$ cat src/rtl/piso_pkg.sv
// Shared definitions for the piso_tx parallel-in serial-out transmitter.
// Optional feature macro: PISO_PARITY_EN (appends an even-parity bit to
// every frame when defined).
package piso_pkg;

    // FSM encoding shared by the design and anything that observes dbg_state.
    typedef enum logic {
        ST_IDLE  = 1'b0,
        ST_SHIFT = 1'b1
    } piso_state_e;

    // Widest word the parity helper can fold; callers zero-extend into it.
    localparam int MAX_W = 64;

    // Serial frame length in clocks for an n-bit data word.
    function automatic int frame_len(input int n);
`ifdef PISO_PARITY_EN
        return n + 1;
`else
        return n;
`endif
    endfunction

    // Even parity: XOR of all data bits, so data plus parity has an even
    // number of ones. Zero extension does not change the result.
    function automatic logic even_parity(input logic [MAX_W-1:0] d);
        return ^d;
    endfunction

endpackage

$ cat src/rtl/piso_tx_if.sv
// Producer-side word handshake and serial output bundle of piso_tx.
//
// Handshake: a word on `a` is transferred at every rising clk edge where
// in_valid && in_ready. The producer keeps in_valid and a stable until that
// edge; in_ready may drop at any time and no word is lost while it is low.
interface piso_tx_if #(
    parameter int N = 4
);
    logic                     in_valid;
    logic                     in_ready;
    logic [N-1:0]             a;
    logic                     sout;
    logic                     sout_valid;
    logic                     sof;
    logic                     busy;
    piso_pkg::piso_state_e    dbg_state;

    modport master (
        output in_valid, a,
        input  in_ready, sout, sout_valid, sof, busy, dbg_state
    );

    modport slave (
        input  in_valid, a,
        output in_ready, sout, sout_valid, sof, busy, dbg_state
    );
endinterface

$ cat src/rtl/piso_hold_buf.sv
// One-entry holding register for piso_tx. Keeps the next word while the
// shifter is busy so consecutive frames can follow without a gap.
module piso_hold_buf #(
    parameter int N = 4
) (
    input  logic         clk,
    input  logic         rst,
    input  logic         load,
    input  logic         unload,
    input  logic [N-1:0] d,
    output logic [N-1:0] q,
    output logic         full,
    output logic         in_ready
);

    // A load wins over a simultaneous unload: the slot is refilled at once.
    always_ff @(posedge clk or negedge rst) begin
        if (!rst) begin
            q    <= '0;
            full <= 1'b0;
        end else if (load) begin
            q    <= d;
            full <= 1'b1;
        end else if (unload) begin
            full <= 1'b0;
        end
    end

    // Space available exactly when the slot is empty.
    assign in_ready = !full;

endmodule

$ cat src/rtl/piso_tx.sv
// piso_tx: accepts N-bit words over valid/ready and sends them one bit per
// clock, registered, with sof marking the first bit of each frame.
// Optional feature macro: PISO_PARITY_EN (adds an even-parity bit per frame).
module piso_tx
    import piso_pkg::*;
#(
    parameter int N         = 4,
    parameter bit MSB_FIRST = 1'b1
) (
    input  logic      clk,
    input  logic      rst,
    piso_tx_if.slave  bus
);

    localparam int             L    = frame_len(N);
    localparam int             CW   = $clog2(L);
    localparam logic [CW-1:0]  LAST = CW'(L - 1);

    piso_state_e   state;
    logic [N-1:0]  shreg;
    logic [CW-1:0] cnt;
    logic          sout_r;
    logic          sout_valid_r;
    logic          sof_r;
`ifdef PISO_PARITY_EN
    logic          par;
`endif

    logic [N-1:0]  hold_q;
    logic          hold_full;
    logic          hold_ready;
    logic          accept;
    logic          last_edge;
    logic          direct_load;
    logic          hold_load;
    logic          hold_unload;
    logic          load_en;
    logic [N-1:0]  load_word;

    // Bit that sits at the output end of a word.
    function automatic logic out_bit(input logic [N-1:0] w);
        return MSB_FIRST ? w[N-1] : w[0];
    endfunction

    // Word advanced by one position toward the output end.
    function automatic logic [N-1:0] shift_word(input logic [N-1:0] w);
        return MSB_FIRST ? {w[N-2:0], 1'b0} : {1'b0, w[N-1:1]};
    endfunction

    assign accept      = bus.in_valid && hold_ready;
    assign last_edge   = (state == ST_SHIFT) && (cnt == LAST);
    // A word goes straight to the shifter when it is free at this edge,
    // otherwise it parks in the holding register.
    assign direct_load = accept && ((state == ST_IDLE) || (last_edge && !hold_full));
    assign hold_load   = accept && !direct_load;
    assign hold_unload = last_edge && hold_full;
    assign load_en     = direct_load || hold_unload;
    assign load_word   = hold_unload ? hold_q : bus.a;

    piso_hold_buf #(.N(N)) u_hold (
        .clk      (clk),
        .rst      (rst),
        .load     (hold_load),
        .unload   (hold_unload),
        .d        (bus.a),
        .q        (hold_q),
        .full     (hold_full),
        .in_ready (hold_ready)
    );

    // Frame FSM: loading puts the first bit on sout immediately, so the
    // shift register keeps only the bits still to be sent.
    always_ff @(posedge clk or negedge rst) begin
        if (!rst) begin
            state        <= ST_IDLE;
            shreg        <= '0;
            cnt          <= '0;
            sout_r       <= 1'b0;
            sout_valid_r <= 1'b0;
            sof_r        <= 1'b0;
`ifdef PISO_PARITY_EN
            par          <= 1'b0;
`endif
        end else if (load_en) begin
            state        <= ST_SHIFT;
            shreg        <= shift_word(load_word);
            cnt          <= '0;
            sout_r       <= out_bit(load_word);
            sout_valid_r <= 1'b1;
            sof_r        <= 1'b1;
`ifdef PISO_PARITY_EN
            par          <= even_parity(MAX_W'(load_word));
`endif
        end else if (state == ST_SHIFT && !last_edge) begin
            shreg  <= shift_word(shreg);
            cnt    <= cnt + 1'b1;
            sof_r  <= 1'b0;
`ifdef PISO_PARITY_EN
            if (cnt == CW'(N - 1)) begin
                sout_r <= par;
            end else begin
                sout_r <= out_bit(shreg);
            end
`else
            sout_r <= out_bit(shreg);
`endif
        end else if (last_edge) begin
            state        <= ST_IDLE;
            cnt          <= '0;
            sout_r       <= 1'b0;
            sout_valid_r <= 1'b0;
            sof_r        <= 1'b0;
        end
    end

    assign bus.in_ready   = hold_ready;
    assign bus.sout       = sout_r;
    assign bus.sout_valid = sout_valid_r;
    assign bus.sof        = sof_r;
    assign bus.busy       = (state == ST_SHIFT) || hold_full;
    assign bus.dbg_state  = state;

endmodule

$ cat src/flat_wrapper.sv
// flat-port wrapper written by rule: the top's interface ports become plain ports
module piso_tx_flat import piso_pkg::*;
#(
    parameter int N         = 4,
    parameter bit MSB_FIRST = 1'b1
)
  (clk, rst, bus_in_valid, bus_a, bus_in_ready, bus_sout, bus_sout_valid, bus_sof, bus_busy, bus_dbg_state);
  piso_tx_if #(.N(N)) bus_i ();
  input  logic clk;
  input  logic rst;
  input wire logic [$bits(bus_i.in_valid)-1:0] bus_in_valid;
  input wire logic [$bits(bus_i.a)-1:0] bus_a;
  output wire logic [$bits(bus_i.in_ready)-1:0] bus_in_ready;
  output wire logic [$bits(bus_i.sout)-1:0] bus_sout;
  output wire logic [$bits(bus_i.sout_valid)-1:0] bus_sout_valid;
  output wire logic [$bits(bus_i.sof)-1:0] bus_sof;
  output wire logic [$bits(bus_i.busy)-1:0] bus_busy;
  output wire logic [$bits(bus_i.dbg_state)-1:0] bus_dbg_state;
  assign bus_i.in_valid = bus_in_valid;
  assign bus_i.a = bus_a;
  assign bus_in_ready = bus_i.in_ready;
  assign bus_sout = bus_i.sout;
  assign bus_sout_valid = bus_i.sout_valid;
  assign bus_sof = bus_i.sof;
  assign bus_busy = bus_i.busy;
  assign bus_dbg_state = bus_i.dbg_state;
  piso_tx #(.N(N), .MSB_FIRST(MSB_FIRST)) u_core (.clk(clk), .rst(rst), .bus(bus_i));
endmodule
$ cat config.mk
export PLATFORM = sky130hd
export DESIGN_NAME = piso_tx_flat
export DESIGN_NICKNAME = d
export VERILOG_FILES = /design/src/rtl/piso_pkg.sv /design/src/rtl/piso_tx_if.sv /design/src/rtl/piso_hold_buf.sv /design/src/rtl/piso_tx.sv /design/src/flat_wrapper.sv
export SDC_FILE = /design/constraint.sdc
export NUM_CORES = 1
export LEC_CHECK = 0
export ABC_AREA = 1
export CAP_MARGIN = 30
export CORE_MARGIN = 2
export CORE_UTILIZATION = 45
export DETAILED_ROUTE_END_ITERATION = 16
export MAX_ROUTING_LAYER = met4
export PLACE_DENSITY_LB_ADDON = 0.08
export SETUP_SLACK_MARGIN = 0.1
export SYNTH_ARGS = -nofsm -noshare
export SYNTH_HDL_FRONTEND = slang
export SYNTH_SLANG_ARGS = --single-unit
$ cat constraint.sdc
create_clock -name clk -period 1.4 [get_ports clk]
set_clock_uncertainty 0.05 [all_clocks]
set_input_delay 0.35 -clock clk [delete_from_list [all_inputs] [get_ports clk]]
set_output_delay 0.35 -clock clk [all_outputs]
set_load 0.05 [all_outputs]
==> results.cfg <==
[die]
die_w_um = 42.4
coreArea_um2 = 1330
num_rows = 13
die_h_um = 42.4
io_pins = 13
initial_core_util = 0.496
dieArea_um2 = 1790

[clock_tree]
cts_hold_buf = 0
root_buffer = clkbuf_4
path_clk_slew_ps = 90
clk_path_buf_depth = 2
numClockSinks = 13
cts_buffers = 3
cts_tree = built
clk_latency_ps = 290
cts_max_level = 1

[route]
viasPerCell = 5.68
drt_iter0_drc = 49
wl_per_cell_um = 16.7
antenna_left = 0
first_pass_iters = 4
wl_um = 2070
route.detailed.drc = 0
via_count = 704

[run_status]
status = finished, violations left
violations = setup timing

[grt]
grt_pass1_vias = 629
grt_max_degree = 10
grtUsageTotal = 0.233
grt_pass1_wl_um = 2930
globalRouteOverflowTotal = 0
antenna_found_initial = 0

[power]
power_density_nw_per_um2 = 2530
p_total_mw = 2.74
vdd_ir_drop_max_mv = 1.23
leakage_nw = 0.552

[timing]
setup_violations = 3
tightest_slew_ps = 244
fmax_mhz = 686
slew_headroom = 0.837
tns_ps = -174
hold_violations = 0
min_period_over_period = 1.04
slew_viol_final = 0
grt_setup_unrepaired = yes
finalCriticalPeriod_ps = 1460
holdWs_ps = 227
worst_slack_ps = -58.3

[placement]
placed_cells = 109
post-place-ws_ps = -73.3
place_area_um2 = 920
routabilityCongestion = 0.903
dp_hpwl_um = 1190
portBuffers = 12

[final_layout]
fin_nets = 118
final_cell_mix = nand2_1 (24), buf_4 (15), dfrtp_1 (11)
areaGrowthSynthToFinish_pct = 63.5
postLayoutCoreUtil = 0.811
mostFrequentLayoutCell = nand2_1
num-fill-cells = 83
instances_no_fill = 124
final_area_um2 = 1080
diodes = 0
drive_above_1_share = 0.450
multi_input_area_um2 = 352
register_area_um2 = 330

[run]
maxCapViolations = 0

[yosys]
synth-seq-cells = 13
yosysUniqueCellTypes = 15
synth_area_um2 = 662
ys_seq_area_frac = 0.491
postSynthCellCount = 76
syn_nets = 84
yosysWarningCount = 0
syn_avg_cell_area_um2 = 8.71

[critical_path]
ff2ff_path_depth = 6
critPathMaxFanout = 4
path_class = reg2out
critPathLaunchType = register
rrSetupSlack_ps = 100
arrival_ps = 1060
worst_setup_path_end_kind = output port
required_ps = 1000

[hold_path]
min_path_type = in2async
[critical path, stage by stage, from the launching register on]
cell	delay [ps]
dfrtp_4	490
buf_8	140
buf_12	140
[registers in the layout, indices dropped and copies added, names as in the netlist]
| name | cells |
|---|---|
| u_core.bus.sout | 1 |
| u_core.bus.sof | 1 |
| u_core.shreg | 3 |
| u_core.u_hold.q | 4 |
| u_core.u_hold.full | 1 |
| u_core.cnt | 2 |
| u_core.bus.dbg_state | 1 |
[final timing paths]
check,endpoint,start
worst max-delay path,bus_sout_valid,u_core.bus.dbg_state
worst min-delay path,u_core.u_hold.full,rst
worst max register to register,u_core.shreg[1],u_core.bus.dbg_state
worst min register to register,u_core.u_hold.q[1],u_core.u_hold.q[1]
max in group asynchronous,u_core.shreg[3],rst
min in group clk,u_core.u_hold.q[1],u_core.u_hold.q[1]
[repair_timing]
action                                  CTS  global route
endpoints found under the setup margin   12            15
pin swaps                                 0             6
gates resized for setup                   7            10
buffers inserted                          4             7
gates cloned                              0             1
[layout make-up]
class | instances | area share
flip-flops and latches | 13 | 0.305
repair buffers | 29 | 0.295
clock buffers | 4 | 0.0243
inverters | 7 | 0.0335
multi-input cells | 56 | 0.325
well taps | 15 | 0.0173
[power by group]
part | internal, mW | leakage (nW) | switching [mW]
clock network | 0.111 | 0.0150 | 0.136
registers | 0.556 | 0.161 | 0.140
logic | 0.815 | 0.376 | 0.980
[metal layers]
layer  track usage  up-vias  wire length [µm]
li1              -      323                 -
met1         0.272      323               831
met5             -        -                 0
met4         0.125        0                83
met2         0.369       44               981
met3        0.0560       14               170
[synthesized netlist by cell type]
| cell type | number | share of area |
|---|---|---|
| buf_4 | 1 | 0.011 |
| nand3_1 | 8 | 0.060 |
| nand4_1 | 7 | 0.066 |
| nand2_2 | 3 | 0.028 |
| inv_1 | 5 | 0.028 |
| nand2_4 | 1 | 0.017 |
| ha_1 | 1 | 0.019 |
| nand3_2 | 3 | 0.045 |
| inv_4 | 1 | 0.0095 |
| inv_2 | 1 | 0.0057 |
| dfrtp_1 | 13 | 0.49 |
| nor2_4 | 1 | 0.017 |
| nand2_1 | 28 | 0.16 |
| o21ai_0 | 2 | 0.015 |
| nand3_4 | 1 | 0.026 |
[kinds of logic after synthesis]
| family | synth area share |
|---|---|
| simple gates | 0.420 |
| buf+inv | 0.0548 |
| flops | 0.491 |
| fa+ha+maj | 0.0189 |
| compound gates | 0.0151 |
No activity file was read; power rests on OpenSTA's default activity.
